<file path="src/rtl/mips_pkg.sv">
// Shared types and constants for the MIPS-style fetch front end.
// Holds the instruction width, the NOP encoding, the PC alignment mask and the fetch-entry record.
package mips_pkg;

  localparam int          INST_W        = 32;
  localparam logic [31:0] NOP_WORD      = 32'h0000_0000;
  localparam logic [31:0] PC_ALIGN_MASK = 32'hFFFF_FFFC;

  typedef struct packed {
    logic [INST_W-1:0] inst;
    logic [31:0]       pc;
  } fetch_entry_t;

endpackage

</file>
<file path="src/rtl/ifetch_fifo.sv">
// Prefetch queue: DEPTH-entry circular FIFO of fetch entries with push, pop and flush.
// Flush wins over push and pop; the head entry is read combinationally from the read pointer.
import mips_pkg::*;

module ifetch_fifo #(
  parameter int DEPTH = 4
) (
  input  logic                     clk,
  input  logic                     rst_n,
  input  logic                     push,
  input  logic                     pop,
  input  logic                     flush,
  input  fetch_entry_t             wr_entry,
  output fetch_entry_t             head,
  output logic [$clog2(DEPTH):0]   count
);

  localparam int PTR_W = $clog2(DEPTH);
  localparam int CNT_W = PTR_W + 1;

  fetch_entry_t         mem [DEPTH];
  logic [PTR_W-1:0]     wr_ptr;
  logic [PTR_W-1:0]     rd_ptr;
  logic [CNT_W-1:0]     count_q;
  logic [CNT_W-1:0]     count_d;

  // Storage carries no reset; entries only become visible through count.
  always_ff @(posedge clk) begin
    if (push && !flush) begin
      mem[wr_ptr] <= wr_entry;
    end
  end

  always_comb begin
    count_d = count_q;
    if (flush) begin
      count_d = '0;
    end else if (push && !pop) begin
      count_d = count_q + CNT_W'(1);
    end else if (pop && !push) begin
      count_d = count_q - CNT_W'(1);
    end
  end

  always_ff @(posedge clk or negedge rst_n) begin
    if (!rst_n) begin
      wr_ptr  <= '0;
      rd_ptr  <= '0;
      count_q <= '0;
    end else begin
      count_q <= count_d;
      if (flush) begin
        wr_ptr <= '0;
        rd_ptr <= '0;
      end else begin
        if (push) wr_ptr <= wr_ptr + PTR_W'(1);
        if (pop)  rd_ptr <= rd_ptr + PTR_W'(1);
      end
    end
  end

  assign head  = mem[rd_ptr];
  assign count = count_q;

endmodule

</file>
<file path="src/rtl/ifetch_ctrl.sv">
// Instruction fetch controller: sequences the fetch PC, fills the prefetch queue from a
// combinational instruction memory and presents the queue head to decode.
import mips_pkg::*;

module ifetch_ctrl #(
  parameter logic [31:0] RESET_PC  = 32'h0,
  parameter int          DEPTH     = 4,
  parameter int unsigned MEM_BYTES = 128
) (
  input  logic              clk,
  input  logic              rst_n,
  output logic [31:0]       imem_addr,
  input  logic [INST_W-1:0] imem_rdata,
  input  logic              redirect,
  input  logic [31:0]       redirect_pc,
  input  logic              stall,
  output logic              inst_valid,
  output logic [INST_W-1:0] inst,
  output logic [31:0]       inst_pc
);

  localparam int CNT_W = $clog2(DEPTH) + 1;

  logic [31:0]      fetch_pc;
  logic [31:0]      seq_pc;
  logic [31:0]      target_pc;
  logic [CNT_W-1:0] count;
  logic             full;
  logic             push;
  logic             pop;
  fetch_entry_t     wr_entry;
  fetch_entry_t     head;

  assign full       = (count == CNT_W'(DEPTH));
  assign inst_valid = (count != '0);

  // Redirect suppresses both queue ports; the flush below discards everything.
  assign pop  = inst_valid && !stall && !redirect;
  assign push = !redirect && (!full || pop);

  always_comb begin
    seq_pc = fetch_pc + 32'd4;
    if (seq_pc >= 32'(MEM_BYTES)) begin
      seq_pc = '0;
    end
    target_pc = (redirect_pc & PC_ALIGN_MASK) % 32'(MEM_BYTES);
  end

  always_ff @(posedge clk or negedge rst_n) begin
    if (!rst_n) begin
      fetch_pc <= RESET_PC;
    end else if (redirect) begin
      fetch_pc <= target_pc;
    end else if (push) begin
      fetch_pc <= seq_pc;
    end
  end

  assign wr_entry.inst = imem_rdata;
  assign wr_entry.pc   = fetch_pc;

  ifetch_fifo #(
    .DEPTH (DEPTH)
  ) u_fifo (
    .clk      (clk),
    .rst_n    (rst_n),
    .push     (push),
    .pop      (pop),
    .flush    (redirect),
    .wr_entry (wr_entry),
    .head     (head),
    .count    (count)
  );

  // Empty queue presents a NOP at pc 0 so reset and flush states read as all-zero.
  assign imem_addr = fetch_pc;
  assign inst      = inst_valid ? head.inst : NOP_WORD;
  assign inst_pc   = inst_valid ? head.pc   : 32'h0;

endmodule

</file>
<file path="config.mk">
export PLATFORM = sky130hd
export DESIGN_NAME = ifetch_ctrl
export DESIGN_NICKNAME = d
export VERILOG_FILES = /design/src/rtl/mips_pkg.sv /design/src/rtl/ifetch_fifo.sv /design/src/rtl/ifetch_ctrl.sv
export SDC_FILE = /design/constraint.sdc
export NUM_CORES = 1
export LEC_CHECK = 0
export CORE_AREA = 2 2 151 139
export CTS_CLUSTER_DIAMETER = 100
export DETAILED_ROUTE_END_ITERATION = 10
export DIE_AREA = 0 0 153 141
export PLACE_DENSITY_LB_ADDON = 0.25
export SLEW_MARGIN = 5
export SYNTH_ARGS = -nofsm -noshare
export SYNTH_HDL_FRONTEND = slang
export SYNTH_SLANG_ARGS = --single-unit
</file>
<file path="constraint.sdc">
create_clock -name clk -period 8.8 [get_ports clk]
set_input_delay 1.76 -clock clk [delete_from_list [all_inputs] [get_ports clk]]
set_output_delay 1.76 -clock clk [all_outputs]
set_load 0.02 [all_outputs]
</file>
==> flow_metrics.env <==
export IMPL_grt_max_degree=64
export IMPL_postCtsSetupBuffers=0
export IMPL_wirelength_mm=21.83
export IMPL_io_buffers=133
export IMPL_total_power_mw=3.942
export IMPL_ys_ff_latch=285
export IMPL_max_clock_path_buffers=3
export IMPL_status="completed"
export IMPL_die_h_um=141
export IMPL_rsz0062_at_grt="false"
export IMPL_fin_crit_ps=5200
export IMPL_worst_ep_arrival_time_ps=3440
export IMPL_remaining_drc_errors=0
export IMPL_ant_nets=0
export IMPL_syn_to_final_growth_pct=22.67
export IMPL_cts_sinks=285
export IMPL_grt_pass1_wl_mm=34.60
export IMPL_diodes=0
export IMPL_power_leakage_nw=4.677
export IMPL_wire_per_inst_um=21.31
export IMPL_cp_end_kind="primary output"
export IMPL_syn_inst=600
export IMPL_start_util=0.5650
export IMPL_cts_resized=0
export IMPL_die_w_um=153
export IMPL_drt_initial_drc_count=359
export IMPL_numCtsBuffers=29
export IMPL_seq_area_frac_synth=0.7335
export IMPL_yosysWarnings=0
export IMPL_worst_slack_ps=3600
export IMPL_grt_met3_usage=0.04089
export IMPL_synth_async_reset_ratio=0.1298
export IMPL_place_ws_ps=4072
export IMPL_synth_distinct_cells=53
export IMPL_setup_tns_ps=0
export IMPL_nNetsFinal=816
export IMPL_die_area_um2=21570
export IMPL_pwr_density_cell_nw_per_um2=281.5
export IMPL_fillers=1303
export IMPL_tightestPinTransition_ps=1009
export IMPL_final_cell_mix="248 x edfxtp_1, 133 x clkdlybuf4s50_1, 64 x nor2b_1, 62 x mux4_2, 35 x dfrtp_1"
export IMPL_gr_total_overflow=0
export IMPL_top_usage_layer="met2"
export IMPL_final_common_cell="edfxtp_1"
export IMPL_met2_usage=0.3550
export IMPL_coreArea_um2=20210
export IMPL_setup_viol=0
export IMPL_gp_congestion=0.8463
export IMPL_use_met1=0.2764
export IMPL_ioPinCount=165
export IMPL_crit_type="flip-flop to primary output"
export IMPL_fin_crit_sh=0.5909
export IMPL_grt_pass1_vias=6362
export IMPL_via_per_inst=5.761
export IMPL_hold_path_class="flip-flop to flip-flop"
export IMPL_maxSlewViolCount=0
export IMPL_holdBufCountCts=0
export IMPL_grt_usage=0.2059
export IMPL_path_clk_slew_ps=60
export IMPL_required_ps=7040
export IMPL_crit_path_max_fanout=36
export IMPL_layout_drive_gt1_share=0.1715
export IMPL_finalHoldViolCount=0
export IMPL_avgSynthCellArea_um2=19.03
export IMPL_cts_tree="built"
export IMPL_skew_ps=9.954
export IMPL_drtPass1Iterations=5
export IMPL_synthesis_area_um2=11420
export IMPL_dr_total_vias=5899
export IMPL_timing_slew_headroom=0.3273
export IMPL_synth_edf_count=248
export IMPL_cts_root_buffer="clkbuf_16"
export IMPL_synth_main_ff_cell="edfxtp_1"
export IMPL_grt_antenna_before_repair=0
export IMPL_fmax_ghz=0.1923
export IMPL_htreeDepth=1
export IMPL_num_rows=50
export IMPL_insertion_delay_ps=540
export IMPL_ir_worst_vdd_mv=0.1715
export IMPL_dp_hpwl_mm=12.08
export IMPL_critPathLaunchType="flip-flop"
export IMPL_drv_cap=0
[cell type report]
type                       count  area [um2]  share of cell area
clock inverter                14       219.0             0.01564
multi-input combinational    282        2904              0.2074
clock buffer                  39       783.3             0.05593
inverter                       6       22.52            0.001608
tap                          260       325.3             0.02323
timing repair buffer         138        1369             0.09775
sequential                   285        8381              0.5985
[metrics by stage]
| stage | std cells | utilization | hold WS, ps | cell area [um2] |
|---|---|---|---|---|
| after floorplan | 603 | - | 542.0 | 11430 |
| after global placement | 971 | 0.6434 | 557.6 | 13000 |
| after detailed placement | 971 | 0.6434 | 597.9 | 13000 |
| after CTS | 1024 | 0.6930 | 616.3 | 14000 |
| after global routing | 1024 | 0.6930 | 661.4 | 14000 |
| final | 1024 | 0.6930 | 622.5 | 14000 |
[sequential cells by signal (all words and copies together) (netlist names)]
register and cells:
imem_addr 30, u_fifo.count 3, u_fifo.mem 248, u_fifo.rd_ptr 2, u_fifo.wr_ptr 2
[cell families (layout without fill, tap and decap cells)]
family	Yosys count	after routing	synth area share
other cells	1	4	0.0003285
compound gates	31	31	0.02093
xor+xnor	9	9	0.006905
flops	285	285	0.7335
buf+inv	36	197	0.01447
fa+ha+maj	6	6	0.007234
simple gates	168	168	0.09261
mux	64	64	0.1241
[where the power goes]
part	leakage (nW)	internal, mW	switching [mW]
Combinational	1.44	0.491	0.489
Clock	0.489	0.796	0.479
Sequential	2.74	1.60	0.0894
Total	4.68	2.89	1.06
[critical path, cell delays in order (launching register included)]
cell	delay (ps)
dfrtp_4	850
buf_4	700
mux4_2	590
nor2b_1	140
clkdlybuf4s50_1	600
[routing by layer]
layer / routed length [um] / up-vias
met5: 0 / -
met4: 456 / 0
met3: 1172 / 40
met2: 11070 / 175
met1: 9127 / 3038
li1: - / 2646
[Yosys cell counts (5+ instances only)]
cell | count | area [um2]
ha_1 | 5 | 62.56
nor2_1 | 22 | 82.58
clkbuf_1 | 18 | 67.56
xnor2_1 | 6 | 52.55
edfxtp_1 | 248 | 7447
a22oi_1 | 6 | 45.04
inv_1 | 6 | 22.52
buf_2 | 5 | 25.02
nand4_1 | 6 | 37.54
mux4_2 | 62 | 1396
nor3_1 | 6 | 30.03
dfrtp_1 | 37 | 925.9
nor2b_1 | 64 | 400.4
nand3_1 | 7 | 35.03
and2_1 | 29 | 181.4
nand2_1 | 11 | 41.29
[final timing paths]
kind | slack [ps] | cells past startpoint | start | to
min | 620 | 0 | imem_addr[14] | u_fifo.mem[1][14]
min reg2reg | 620 | 0 | imem_addr[14] | u_fifo.mem[1][14]
max reg2reg | 6030 | 8 | imem_addr[2] | imem_addr[3]
max | 3600 | 4 | u_fifo.rd_ptr[0] | inst_pc[18]
min in group asynchronous | 1670 | 2 | rst_n | imem_addr[5]
max in group asynchronous | 6770 | 2 | rst_n | u_fifo.rd_ptr[0]
Note: power is estimated with default switching activity, not from simulation.
